$ cat config.mk
export PLATFORM = sky130hd
export DESIGN_NAME = vmem_port_arbiter_flat
export DESIGN_NICKNAME = d
export VERILOG_FILES = /design/src/rtl/vmem_port_arbiter_if.sv /design/src/rtl/vmem_port_arbiter.sv /design/src/flat_wrapper.sv
export SDC_FILE = /design/constraint.sdc
export NUM_CORES = 1
export LEC_CHECK = 0
export CAP_MARGIN = 20
export CORE_MARGIN = 2
export CORE_UTILIZATION = 47
export DETAILED_ROUTE_END_ITERATION = 16
export PLACE_DENSITY_LB_ADDON = 0.12
export SETUP_SLACK_MARGIN = 0.1
export SYNTH_ARGS = -nofsm -noshare
export SYNTH_HDL_FRONTEND = slang
export SYNTH_SLANG_ARGS = --single-unit
$ cat constraint.sdc
create_clock -name clk -period 3.48 [get_ports clk]
set_clock_uncertainty 0.1 [all_clocks]
set_input_delay 0.87 -clock clk [delete_from_list [all_inputs] [get_ports clk]]
set_output_delay 0.87 -clock clk [all_outputs]
set_load 0.005 [all_outputs]
$ cat src/rtl/vmem_port_arbiter_if.sv
// vmem_port_arbiter_if: requester ports, clear control and memory port-A bundle for the display-memory arbiter
interface vmem_port_arbiter_if #(
    parameter int AW = 3,
    parameter int DW = 32
);
    logic          p0_req;
    logic          p0_we;
    logic [AW-1:0] p0_addr;
    logic [DW-1:0] p0_wdata;
    logic          p0_ack;
    logic [DW-1:0] p0_rdata;
    logic          p1_req;
    logic          p1_we;
    logic [AW-1:0] p1_addr;
    logic [DW-1:0] p1_wdata;
    logic          p1_ack;
    logic [DW-1:0] p1_rdata;
    logic          clr_start;
    logic          clr_busy;
    logic          clr_done;
    logic          mem_ena;
    logic          mem_wea;
    logic [AW-1:0] mem_addra;
    logic [DW-1:0] mem_dina;
    logic [DW-1:0] mem_douta;

    modport slave (
        input  p0_req, p0_we, p0_addr, p0_wdata,
        output p0_ack, p0_rdata,
        input  p1_req, p1_we, p1_addr, p1_wdata,
        output p1_ack, p1_rdata,
        input  clr_start,
        output clr_busy, clr_done,
        output mem_ena, mem_wea, mem_addra, mem_dina,
        input  mem_douta
    );

    modport master (
        output p0_req, p0_we, p0_addr, p0_wdata,
        input  p0_ack, p0_rdata,
        output p1_req, p1_we, p1_addr, p1_wdata,
        input  p1_ack, p1_rdata,
        output clr_start,
        input  clr_busy, clr_done,
        input  mem_ena, mem_wea, mem_addra, mem_dina,
        output mem_douta
    );
endinterface

$ cat src/rtl/vmem_port_arbiter.sv
// vmem_port_arbiter: round-robin two-port arbiter with clear sequencer on display memory port A
module vmem_port_arbiter #(
    parameter int AW = 3,
    parameter int DW = 32,
    parameter int RD_LAT = 1,
    parameter logic [DW-1:0] FILL = DW'(32'h30)
) (
    input logic clk,
    input logic rst,
    vmem_port_arbiter_if.slave bus
);
    typedef enum logic [2:0] {IDLE, ACCESS, RWAIT, RESP, CLEAR} state_t;
    state_t state, nxt;
    logic clr_pend, last_grant, win, l_we, g_id, last_rd, last_clr, clr_done_q;
    logic [AW-1:0] l_addr, cnt;
    logic [DW-1:0] l_wdata, p0_rdata_q, p1_rdata_q;
    logic [2:0] wcnt;

    // port 1 wins when alone or when port 0 was the last one served
    assign g_id = !(bus.p0_req && (!bus.p1_req || last_grant));
    assign last_rd = wcnt == 3'(RD_LAT - 1);
    assign last_clr = cnt == {AW{1'b1}};

    always_comb begin
        nxt = state;
        case (state)
            IDLE:    nxt = (clr_pend || bus.clr_start) ? CLEAR : (bus.p0_req || bus.p1_req) ? ACCESS : IDLE;
            ACCESS:  nxt = l_we ? RESP : RWAIT;
            RWAIT:   nxt = last_rd ? RESP : RWAIT;
            RESP:    nxt = IDLE;
            CLEAR:   nxt = last_clr ? IDLE : CLEAR;
            default: nxt = IDLE;
        endcase
        bus.mem_ena = state == ACCESS || state == CLEAR;
        bus.mem_wea = state == CLEAR || (state == ACCESS && l_we);
        bus.mem_addra = state == CLEAR ? cnt : state == ACCESS ? l_addr : '0;
        bus.mem_dina = state == CLEAR ? FILL : state == ACCESS ? l_wdata : '0;
        bus.p0_ack = state == RESP && !win;
        bus.p1_ack = state == RESP && win;
        bus.clr_busy = state == CLEAR;
        bus.clr_done = clr_done_q;
        bus.p0_rdata = p0_rdata_q;
        bus.p1_rdata = p1_rdata_q;
    end

    always_ff @(posedge clk) begin
        if (rst) begin
            state <= IDLE;
            clr_pend <= 1'b0;
            last_grant <= 1'b1;
            win <= 1'b0;
            l_we <= 1'b0;
            l_addr <= '0;
            l_wdata <= '0;
            cnt <= '0;
            wcnt <= '0;
            clr_done_q <= 1'b0;
            p0_rdata_q <= '0;
            p1_rdata_q <= '0;
        end else begin
            state <= nxt;
            clr_pend <= (state == CLEAR || nxt == CLEAR) ? 1'b0 : clr_pend || bus.clr_start;
            clr_done_q <= state == CLEAR && last_clr;
            cnt <= state == CLEAR ? cnt + 1'b1 : '0;
            wcnt <= state == RWAIT ? wcnt + 1'b1 : '0;
            if (state == IDLE && nxt == ACCESS) begin
                win <= g_id;
                last_grant <= g_id;
                l_we <= g_id ? bus.p1_we : bus.p0_we;
                l_addr <= g_id ? bus.p1_addr : bus.p0_addr;
                l_wdata <= g_id ? bus.p1_wdata : bus.p0_wdata;
            end
            if (state == RWAIT && last_rd && !win) p0_rdata_q <= bus.mem_douta;
            if (state == RWAIT && last_rd && win) p1_rdata_q <= bus.mem_douta;
        end
    end
endmodule

$ cat src/flat_wrapper.sv
// flat-port wrapper written by rule: the top's interface ports become plain ports
module vmem_port_arbiter_flat 
#(
    parameter int AW = 3,
    parameter int DW = 32,
    parameter int RD_LAT = 1,
    parameter logic [DW-1:0] FILL = DW'(32'h30)
)
  (clk, rst, bus_p0_req, bus_p0_we, bus_p0_addr, bus_p0_wdata, bus_p0_ack, bus_p0_rdata, bus_p1_req, bus_p1_we, bus_p1_addr, bus_p1_wdata, bus_p1_ack, bus_p1_rdata, bus_clr_start, bus_clr_busy, bus_clr_done, bus_mem_ena, bus_mem_wea, bus_mem_addra, bus_mem_dina, bus_mem_douta);
  vmem_port_arbiter_if #(.AW(AW), .DW(DW)) bus_i ();
  input logic clk;
  input logic rst;
  input wire logic [$bits(bus_i.p0_req)-1:0] bus_p0_req;
  input wire logic [$bits(bus_i.p0_we)-1:0] bus_p0_we;
  input wire logic [$bits(bus_i.p0_addr)-1:0] bus_p0_addr;
  input wire logic [$bits(bus_i.p0_wdata)-1:0] bus_p0_wdata;
  output wire logic [$bits(bus_i.p0_ack)-1:0] bus_p0_ack;
  output wire logic [$bits(bus_i.p0_rdata)-1:0] bus_p0_rdata;
  input wire logic [$bits(bus_i.p1_req)-1:0] bus_p1_req;
  input wire logic [$bits(bus_i.p1_we)-1:0] bus_p1_we;
  input wire logic [$bits(bus_i.p1_addr)-1:0] bus_p1_addr;
  input wire logic [$bits(bus_i.p1_wdata)-1:0] bus_p1_wdata;
  output wire logic [$bits(bus_i.p1_ack)-1:0] bus_p1_ack;
  output wire logic [$bits(bus_i.p1_rdata)-1:0] bus_p1_rdata;
  input wire logic [$bits(bus_i.clr_start)-1:0] bus_clr_start;
  output wire logic [$bits(bus_i.clr_busy)-1:0] bus_clr_busy;
  output wire logic [$bits(bus_i.clr_done)-1:0] bus_clr_done;
  output wire logic [$bits(bus_i.mem_ena)-1:0] bus_mem_ena;
  output wire logic [$bits(bus_i.mem_wea)-1:0] bus_mem_wea;
  output wire logic [$bits(bus_i.mem_addra)-1:0] bus_mem_addra;
  output wire logic [$bits(bus_i.mem_dina)-1:0] bus_mem_dina;
  input wire logic [$bits(bus_i.mem_douta)-1:0] bus_mem_douta;
  assign bus_i.p0_req = bus_p0_req;
  assign bus_i.p0_we = bus_p0_we;
  assign bus_i.p0_addr = bus_p0_addr;
  assign bus_i.p0_wdata = bus_p0_wdata;
  assign bus_p0_ack = bus_i.p0_ack;
  assign bus_p0_rdata = bus_i.p0_rdata;
  assign bus_i.p1_req = bus_p1_req;
  assign bus_i.p1_we = bus_p1_we;
  assign bus_i.p1_addr = bus_p1_addr;
  assign bus_i.p1_wdata = bus_p1_wdata;
  assign bus_p1_ack = bus_i.p1_ack;
  assign bus_p1_rdata = bus_i.p1_rdata;
  assign bus_i.clr_start = bus_clr_start;
  assign bus_clr_busy = bus_i.clr_busy;
  assign bus_clr_done = bus_i.clr_done;
  assign bus_mem_ena = bus_i.mem_ena;
  assign bus_mem_wea = bus_i.mem_wea;
  assign bus_mem_addra = bus_i.mem_addra;
  assign bus_mem_dina = bus_i.mem_dina;
  assign bus_i.mem_douta = bus_mem_douta;
  vmem_port_arbiter #(.AW(AW), .DW(DW), .RD_LAT(RD_LAT), .FILL(FILL)) u_core (.clk(clk), .rst(rst), .bus(bus_i));
endmodule
==> impl_metrics.toml <==
[timing]
hold_slack_ps = 361
period_minus_slack_ps = 3230
worstMarginPinSlew_ps = 957
setup_violations = 0
drv_slew = 0
fmax_ghz = 0.310
rsz0062_at_grt = "false"
fin_crit_sh = 0.927
hold_viol = 0
setup_tns_ps = 0
max_slew_margin = 0.361

[floorplan]
die_area_um2 = 11900
start_util = 0.480
core_area_um2 = 10800
io_pins = 214
dieWidth_um = 109
row_count = 38
die_h_um = 109

[critical_path]
regToRegSetupSlack_ps = 940
cp_max_fo = 37
end_kind = "primary output"
cp_slowest_cell = "clkdlybuf4s50_1"
max_stage_delay_ps = 510
r2r.worst_path.cells = 5
critPathBufInv = 2
cpLargestDelayFamily = "buffers and inverters"
cp.arrival_ps = 2260
r2r-start = "u_core.wcnt[0]$_SDFF_PP0_"
worst-path-stages = 5
path_class = "register to primary output"
worst_path_most_repeated_cell = "nand2_1"
endpoint = "bus_mem_wea"
r2r_end = "u_core.bus.p0_rdata[3]$_SDFFE_PP0P_"
crit_required_ps = 2510
critPathLaunch = "u_core.state[1]$_SDFF_PP0_"
crit_chain = "nor3b_4, buf_6, nand2_1, nand2_1, clkdlybuf4s50_1"
critPathLaunchType = "register"

[place]
routabilityCongestion = 0.840
io_buffers = 213
dp_hpwl_mm = 10.2
dpl_cell_area_um2 = 7360

[logic_synthesis]
synth_top_area_frac = 0.435
syn_avg_cell_area_um2 = 9.04
ys_ff_latch = 113
syn_inst = 576
syn_nets = 689
yosysSeqAreaShare = 0.435
ys_warn_count = 0
async_flop_share = 0
synth_ff_type = "dfxtp_1"
netlist_area_um2 = 5200
ys_top_cells_by_area = "dfxtp_1 43%, mux2i_1 6.2%, a311oi_1 6.1%"
synth_enable_flop_cells = 0
synth_top_cell_by_area = "dfxtp_1"
ys_types = 34

[power_and_ir_drop]
swShare = 0.270
seq_power_share = 0.391
p_switching_mw = 1.00
p_leak_nw = 2.96
p_clk_frac = 0.431
p_comb_frac = 0.179
p_int_mw = 2.70
powerDensity_nw_per_um2 = 466
peakVddDrop_mv = 0.304

[clock_tree]
clockBufferDepth = 2
clk_pin_slew_ps = 60
holdBufCountCts = 0
post_cts_buffers = 0
cts_tree = "built"
clock_latency_ps = 520
cts_buffers = 17
cts_root_buf = "clkbuf_8"
htree_levels = 4
clkSinkCount = 113

[cells_and_area]
fin_area_um2 = 7940
fin_nets = 868
n_fill_cell = 805
multiInputGateArea_um2 = 2660
drive_gt1_frac = 0.118
area_delta_synth_final_pct = 52.5
seq_area_um2 = 2260
antennaDiodeCount = 0

[global_route]
overflow = 0
grt_util_all_layers = 0.256
grt_pass1_vias = 5003
grt_max_degree = 74
grt_pass1_wl_mm = 24.0
antenna_found_initial = 0

[route]
wl_per_cell_um = 17.4
drt_pass1_iterations = 6
drtIter0Drc = 290
drc = 0
via_per_inst = 5.79
num_vias = 5255
ant_nets = 0
routed_wirelength_mm = 15.8

[run]
cap_violations = 0

[run_status]
status = "completed"

[worst_hold_path]
hold_path_class = "register to register"
[worst min-delay path by stage]
stage                                         from                             endpoint  slack (ps)  cells after the start
3_5_place_dp             u_core.wcnt[0]$_SDFF_PP0_            u_core.wcnt[0]$_SDFF_PP0_         350                      1
4_1_cts                  u_core.wcnt[0]$_SDFF_PP0_            u_core.wcnt[0]$_SDFF_PP0_         360                      1
3_3_place_gp             u_core.wcnt[0]$_SDFF_PP0_            u_core.wcnt[0]$_SDFF_PP0_         330                      1
2_1_floorplan            u_core.wcnt[0]$_SDFF_PP0_            u_core.wcnt[0]$_SDFF_PP0_         320                      1
6_report       u_core.bus.p0_rdata[1]$_SDFFE_PP0P_  u_core.bus.p0_rdata[1]$_SDFFE_PP0P_         360                      2
5_1_grt                  u_core.wcnt[0]$_SDFF_PP0_            u_core.wcnt[0]$_SDFF_PP0_         370                      1
[cells in the mapped netlist (10+ instances only)]
cell	n
nand2_1	43
nand2b_1	32
nor3_1	36
a31oi_1	39
clkbuf_1	53
buf_2	10
mux2i_1	32
a311oi_1	36
dfxtp_1	113
and2_1	30
o21ai_0	36
nand3b_1	37
a31o_2	32
[stage by stage]
stage | power [mW] | instances | worst slack [ps] | util
3_3_place_gp | 2.10 | 875 | 577 | 0.679
4_1_cts | 3.71 | 907 | 116 | 0.730
5_1_grt | 3.84 | 908 | 126 | 0.732
3_5_place_dp | 2.12 | 875 | 454 | 0.679
6_report | 3.70 | 908 | 254 | 0.732
2_1_floorplan | 1.82 | 576 | 1230 | -
[cell type report]
class,count,share of cell area
multi-input cells,390,0.335
flip-flops and latches,113,0.285
repair buffers,227,0.285
clock buffers,19,0.0556
well taps,140,0.0221
clock inverters,13,0.0142
inverters,6,0.00284
[sequential cells by signal, summed over array words and instances, names as in the netlist, 3 cells and up]
register	flops
u_core.wcnt	3
u_core.l_addr	3
u_core.bus.p0_rdata	32
u_core.bus.p1_rdata	32
u_core.l_wdata	32
u_core.state	3
u_core.cnt	3
[power groups by stage]
stage,Clock (mW),Combinational [mW],Sequential (mW)
2_1_floorplan,0,0.374,1.44
3_3_place_gp,0,0.633,1.46
3_5_place_dp,0,0.648,1.47
4_1_cts,1.61,0.655,1.44
5_1_grt,1.67,0.715,1.46
6_report,1.59,0.661,1.45
[per-layer routing]
layer,vias up,global-route usage,part of all wire
met2,243,0.429,0.49
met4,0,0.0823,0.017
met1,2519,0.307,0.40
met3,25,0.0897,0.086
met5,-,0,0
li1,2468,-,-
[worst min-delay path: stages, from the launching register on]
cell,delay (ps)
dfxtp_1,310
nand2_1,50
mux2i_1,50
[cell families (layout without fill, tap and decap cells)]
kind of cell | count (synthesis) | after routing | synth area share
xor+xnor | 2 | 2 | 0.00337
fa+ha+maj | 4 | 4 | 0.00962
mux | 32 | 32 | 0.0615
compound gates | 147 | 147 | 0.202
buf+inv | 73 | 265 | 0.0594
simple gates | 205 | 205 | 0.230
flops | 113 | 113 | 0.435
[repair_timing]
item                                   in CTS  in global routing
setup endpoints to repair                   2                 25
endpoints found under the hold margin       0                  0
gates resized for setup                     1                  2
[cell usage in the layout, fill, tap and decap left out, types with 5 or more instances in the layout]
| cell | instances |
|---|---|
| nor3_1 | 36 |
| nand3b_1 | 37 |
| clkbuf_16 | 16 |
| o21ai_0 | 36 |
| a31o_2 | 32 |
| clkdlybuf4s50_1 | 212 |
| and2_1 | 30 |
| mux2i_1 | 32 |
| nand2b_1 | 32 |
| dfxtp_1 | 111 |
| a31oi_1 | 39 |
| nand2_1 | 43 |
| nor2_1 | 7 |
| clkinvlp_4 | 6 |
| a311oi_1 | 36 |
| inv_1 | 5 |
| buf_4 | 11 |
Note: power is estimated with default switching activity, not from simulation.
